<file path="config.mk">
export PLATFORM = sky130hd
export DESIGN_NAME = switch_arbiter_flat
export DESIGN_NICKNAME = d
export VERILOG_FILES = /design/src/rtl/switch_arbiter_if.sv /design/src/rtl/switch_arbiter.sv /design/src/flat_wrapper.sv
export SDC_FILE = /design/constraint.sdc
export NUM_CORES = 1
export LEC_CHECK = 0
export BUFFER_PORTS_ARGS = -buffer_cell sky130_fd_sc_hd__buf_4
export CORE_ASPECT_RATIO = 0.8
export CORE_UTILIZATION = 40
export CTS_CLUSTER_DIAMETER = 120
export DETAILED_ROUTE_END_ITERATION = 8
export PLACE_DENSITY_LB_ADDON = 0.08
export SETUP_SLACK_MARGIN = 0.2
export SLEW_MARGIN = 20
export SYNTH_ARGS = -nofsm -noshare
export SYNTH_HDL_FRONTEND = slang
export SYNTH_SLANG_ARGS = --single-unit
</file>
<file path="constraint.sdc">
create_clock -name clk -period 5 [get_ports clk]
set_clock_uncertainty 0.05 [all_clocks]
set_input_delay 1.25 -clock clk [delete_from_list [all_inputs] [get_ports clk]]
set_output_delay 1.25 -clock clk [all_outputs]
set_load 0.1 [all_outputs]
</file>
<file path="src/rtl/switch_arbiter_if.sv">
// rtl/switch_arbiter_if.sv - request/grant/crossbar-select bundle between switch ports and the arbiter
interface switch_arbiter_if;
  logic [3:0] req;
  logic [3:0] pkt_dst0;
  logic [3:0] pkt_dst1;
  logic [3:0] pkt_dst2;
  logic [3:0] pkt_dst3;
  logic [3:0] grant;
  logic [3:0] arb_active;
  logic [1:0] mux_select0;
  logic [1:0] mux_select1;
  logic [1:0] mux_select2;
  logic [1:0] mux_select3;
  logic [1:0] rr_ptr;

  modport master (
    output req, pkt_dst0, pkt_dst1, pkt_dst2, pkt_dst3,
    input  grant, arb_active, mux_select0, mux_select1, mux_select2, mux_select3, rr_ptr
  );

  modport slave (
    input  req, pkt_dst0, pkt_dst1, pkt_dst2, pkt_dst3,
    output grant, arb_active, mux_select0, mux_select1, mux_select2, mux_select3, rr_ptr
  );
endinterface

</file>
<file path="src/rtl/switch_arbiter.sv">
// rtl/switch_arbiter.sv - 4-port round-robin output arbiter with all-or-nothing multicast grants
module switch_arbiter (
  input  logic             clk,
  input  logic             rst_n,
  switch_arbiter_if.slave  arb
);

  logic [3:0] dst_m [4];
  logic [3:0] grant_q, grant_n;
  logic [3:0] active_q, active_n;
  logic [1:0] sel_q [4];
  logic [1:0] sel_n [4];
  logic [1:0] rr_q, rr_n;
  logic [3:0] claimed;
  logic [1:0] idx;
  logic [1:0] first_idx;
  logic       first_hit;

  // Masks of idle sources are forced to zero so X on an unused header never leaks.
  assign dst_m[0] = {4{arb.req[0]}} & arb.pkt_dst0;
  assign dst_m[1] = {4{arb.req[1]}} & arb.pkt_dst1;
  assign dst_m[2] = {4{arb.req[2]}} & arb.pkt_dst2;
  assign dst_m[3] = {4{arb.req[3]}} & arb.pkt_dst3;

  always_comb begin
    claimed   = 4'b0000;
    grant_n   = 4'b0000;
    first_hit = 1'b0;
    first_idx = rr_q;
    idx       = 2'd0;
    for (int k = 0; k < 4; k++) begin
      idx = rr_q + 2'(k);
      // A source granted last cycle still shows req while it moves to TRANSMIT.
      if ((dst_m[idx] != 4'b0000) && !grant_q[idx] && ((dst_m[idx] & claimed) == 4'b0000)) begin
        grant_n[idx] = 1'b1;
        claimed      = claimed | dst_m[idx];
        if (!first_hit) begin
          first_hit = 1'b1;
          first_idx = idx;
        end
      end
    end
    rr_n     = first_hit ? (first_idx + 2'd1) : rr_q;
    active_n = claimed;
    for (int j = 0; j < 4; j++) begin
      sel_n[j] = sel_q[j];
      for (int i = 0; i < 4; i++) begin
        if (grant_n[i] && dst_m[i][j]) begin
          sel_n[j] = 2'(i);
        end
      end
    end
  end

  always_ff @(posedge clk or negedge rst_n) begin
    if (!rst_n) begin
      grant_q  <= 4'b0000;
      active_q <= 4'b0000;
      rr_q     <= 2'd0;
      for (int j = 0; j < 4; j++) begin
        sel_q[j] <= 2'd0;
      end
    end else begin
      grant_q  <= grant_n;
      active_q <= active_n;
      rr_q     <= rr_n;
      for (int j = 0; j < 4; j++) begin
        sel_q[j] <= sel_n[j];
      end
    end
  end

  assign arb.grant       = grant_q;
  assign arb.arb_active  = active_q;
  assign arb.mux_select0 = sel_q[0];
  assign arb.mux_select1 = sel_q[1];
  assign arb.mux_select2 = sel_q[2];
  assign arb.mux_select3 = sel_q[3];
  assign arb.rr_ptr      = rr_q;

endmodule

</file>
<file path="src/flat_wrapper.sv">
// flat-port wrapper written by rule: the top's interface ports become plain ports
module switch_arbiter_flat 
  (clk, rst_n, arb_req, arb_pkt_dst0, arb_pkt_dst1, arb_pkt_dst2, arb_pkt_dst3, arb_grant, arb_arb_active, arb_mux_select0, arb_mux_select1, arb_mux_select2, arb_mux_select3, arb_rr_ptr);
  switch_arbiter_if arb_i ();
  input  logic clk;
  input  logic rst_n;
  input wire logic [$bits(arb_i.req)-1:0] arb_req;
  input wire logic [$bits(arb_i.pkt_dst0)-1:0] arb_pkt_dst0;
  input wire logic [$bits(arb_i.pkt_dst1)-1:0] arb_pkt_dst1;
  input wire logic [$bits(arb_i.pkt_dst2)-1:0] arb_pkt_dst2;
  input wire logic [$bits(arb_i.pkt_dst3)-1:0] arb_pkt_dst3;
  output wire logic [$bits(arb_i.grant)-1:0] arb_grant;
  output wire logic [$bits(arb_i.arb_active)-1:0] arb_arb_active;
  output wire logic [$bits(arb_i.mux_select0)-1:0] arb_mux_select0;
  output wire logic [$bits(arb_i.mux_select1)-1:0] arb_mux_select1;
  output wire logic [$bits(arb_i.mux_select2)-1:0] arb_mux_select2;
  output wire logic [$bits(arb_i.mux_select3)-1:0] arb_mux_select3;
  output wire logic [$bits(arb_i.rr_ptr)-1:0] arb_rr_ptr;
  assign arb_i.req = arb_req;
  assign arb_i.pkt_dst0 = arb_pkt_dst0;
  assign arb_i.pkt_dst1 = arb_pkt_dst1;
  assign arb_i.pkt_dst2 = arb_pkt_dst2;
  assign arb_i.pkt_dst3 = arb_pkt_dst3;
  assign arb_grant = arb_i.grant;
  assign arb_arb_active = arb_i.arb_active;
  assign arb_mux_select0 = arb_i.mux_select0;
  assign arb_mux_select1 = arb_i.mux_select1;
  assign arb_mux_select2 = arb_i.mux_select2;
  assign arb_mux_select3 = arb_i.mux_select3;
  assign arb_rr_ptr = arb_i.rr_ptr;
  switch_arbiter u_core (.clk(clk), .rst_n(rst_n), .arb(arb_i));
endmodule
</file>
==> metrics.txt <==
layout cells sized above 1 between 20 and 30%; Synth area leaders dfrtp_1 (20%), mux4_2 (12%), nand2_1 (5.3%); Initial Util about 42%; Hold Crit Start u_core.arb.mux_select3[1]; Fillers roughly 550; post-detail-place hpwl 5.47 mm; total gr overflow 0; Hold Path Stages 2; Post-Syn Area roughly 2300 µm²; Area Growth Syn to Fin 18.0%; worst-path maximum fanout 15; final worst-path cycle share ~90%; Max Cap Viol 0; Worst setup SP type input pin; Syn Area/Cell 9.57 µm²; hold bufs inserted after CTS 0; antenna viol nets, final 0; CTS Buf Count 3; CP Class input pin to register; M1 GR Usage 37.1%; Longest Clk Path Bufs 2; CTS resizes 0; met3 usage 4.40%; gpl congestion 0.882; final wirelength 7.11 mm; cell family with most CP delay compound AO/OA/AOI/OAI gates; die width 86.2 µm; number of flops mapped to enable cells by yosys 0; DRC viols 0; setup repair after global routing missed its margin false; H-tree depth 1; routed vias/inst 6.59; I/O pin count 40; initial antenna violation count 0; first-pass GRT wire length 11.3 mm; Die ar. 5980 µm²; final critical path time including I/O delays and setup 4.49 ns; Finished Layout Cells 348; share of the synthesized area in the top cell type 19.9%; worst rel slew slack 47.9%; setup_tns 0 ns; Clock transition at path regs roughly 0.07 ns; Syn Inst Count 237; ys async rst share 100%; most used cell, CP buf_4; TritonCTS clock tree done; vias in the first global route 2046; Pre-antenna DRT Iters 5; met2 usage in global routing 35.5%; Starting DRT DRC Count 196; RR Startpoint u_core.arb.rr_ptr[0]; Die Y 69.4 µm; R2R Setup Slk between 0.8 and 0.9 ns; hold endpoint u_core.arb.mux_select3[1]; final setup violation count 0; Synthesis Warnings 0; Final Max Tran Viols 0; CP Capture Type register; gr busiest metal met1; WP data arrival 4.58 ns; max incr delay on CP 0.76 ns; dpl cells ~340; most frequent cells in the layout buf_4 (45), nand2_1 (32), dfrtp_1 (17); Area after DPL ~2600 µm²; CP cell instances buf_4, and2_1, mux4_1, nor3b_4, o41ai_1, a221oi_4, a211oi_2, buf_4, o311ai_0, o2bb2ai_1, a22o_1; core box area approximately 5500 µm²; CP max-delay cell o41ai_1; clk root buf clkbuf_8; area leader, netlist dfrtp_1; Fmax about 220 MHz; Worst Hold Class register to register; sequential share of the synthesized area 19.9%; I/O Buffers 39; top_reg_cell synth dfrtp_1; status completed; # rows 24; post-route cell area 2680 µm²; post-synthesis sequential element count 18; pin count of the biggest net entering global routing 54; Least-Margin Pin Slew 0.771 ns; worst skew pair latency roughly 0.26 ns; Critical R2R Capture u_core.arb.mux_select0[0]; Post-CTS Setup Repair Bufs 0; per-cell routed wire length around 20 µm; Net Count, Synth ~270; final hold violation count 0; commonest non-fill, non-tap cell in the layout buf_4; Worst R2R Path Depth 12; total track usage 24.5%; final net count 299; CP required 5.09 ns; Sink Count 18; worst path bufs/invs 2; Netlist cell types 67; DR vias 2292; antenna diode count 0
==> metrics by stage <==
| stage | hold WS (ns) | worst slack [ns] | utilization [%] |
|---|---|---|---|
| after detailed placement | 0.495 | 0.187 | 47.8 |
| after floorplan | 0.904 | 0.671 | - |
| after global routing | 0.540 | 0.424 | 49.0 |
| after global placement | 0.496 | 0.203 | 47.8 |
| final | 0.499 | 0.510 | 49.0 |
| after CTS | 0.511 | 0.436 | 48.8 |
==> cell usage after synthesis (all sizes together), types with 3 or more instances <==
| cell type | count |
|---|---|
| o211ai | 7 |
| nand4 | 11 |
| a22o | 4 |
| nand4bb | 5 |
| nor2 | 5 |
| o31ai | 4 |
| dfrtp | 18 |
| a22oi | 3 |
| a222oi | 4 |
| buf | 10 |
| ha | 6 |
| a21o | 3 |
| nor4 | 3 |
| a211o | 3 |
| a31oi | 4 |
| nand4b | 12 |
| clkbuf | 6 |
| o2bb2ai | 4 |
| nand3 | 6 |
| and2 | 15 |
| nand2 | 32 |
| o21ai | 3 |
| nand3b | 4 |
| o311ai | 4 |
| mux4 | 16 |
| inv | 8 |
==> worst max path at each step <==
stage	start	endpoint	slack, ns	cells after the start
floorplan	u_core.arb.rr_ptr[0]	u_core.arb.rr_ptr[1]	0.67	12
global placement	arb_req[1]	u_core.arb.mux_select0[0]	0.20	11
detailed placement	arb_req[1]	u_core.arb.mux_select0[0]	0.19	11
CTS	arb_req[1]	u_core.arb.mux_select0[0]	0.44	11
global route	arb_req[2]	u_core.arb.mux_select0[0]	0.42	11
finish	arb_req[2]	u_core.arb.mux_select0[0]	0.51	11
==> sequential cells by signal, summed over array words and instances, names as in the netlist <==
name,flops
u_core.arb.mux_select0,2
u_core.arb.arb_active,4
u_core.arb.rr_ptr,2
u_core.arb.mux_select1,2
u_core.arb.mux_select3,2
u_core.arb.mux_select2,2
u_core.arb.grant,4
==> cell families (layout without fill, tap and decap cells) <==
kind of cell | count (synthesis) | after routing | synth area share (%)
and+or+nand+nor | 107 | 107 | 30.0
AOI/OAI and AO/OA | 63 | 63 | 23.6
buffers and inverters | 24 | 57 | 5.46
DFF | 18 | 18 | 19.9
muxes | 17 | 17 | 17.0
adders and majority gates | 6 | 6 | 3.31
xor gates and xnor gates | 2 | 2 | 0.772
==> worst min-delay path, stage by stage (launching register included) <==
cell	delay (ns)
dfrtp_1	0.35
o211ai_1	0.08
o211ai_1	0.08
==> layout make-up <==
| cell class | instances | area, µm² | share of cell area, % |
|---|---|---|---|
| Multi-Input combinational cell | 195 | 1710 | 63.7 |
| Sequential cell | 18 | 452 | 16.9 |
| Timing Repair Buffer | 45 | 338 | 12.6 |
| Tap cell | 78 | 97.6 | 3.64 |
| Clock buffer | 4 | 55.1 | 2.06 |
| Inverter | 8 | 30.0 | 1.12 |
==> metal layers <==
metal	wire length, µm	vias to the layer above	share of wire [%]
li1	-	1046	-
met1	3240	1109	46
met2	3180	117	45
met3	531	20	7.5
met4	163	0	2.3
met5	0	-	0
Power is not shown: default switching activity piles up to over one toggle a cycle in this logic, so the estimate is an artifact.
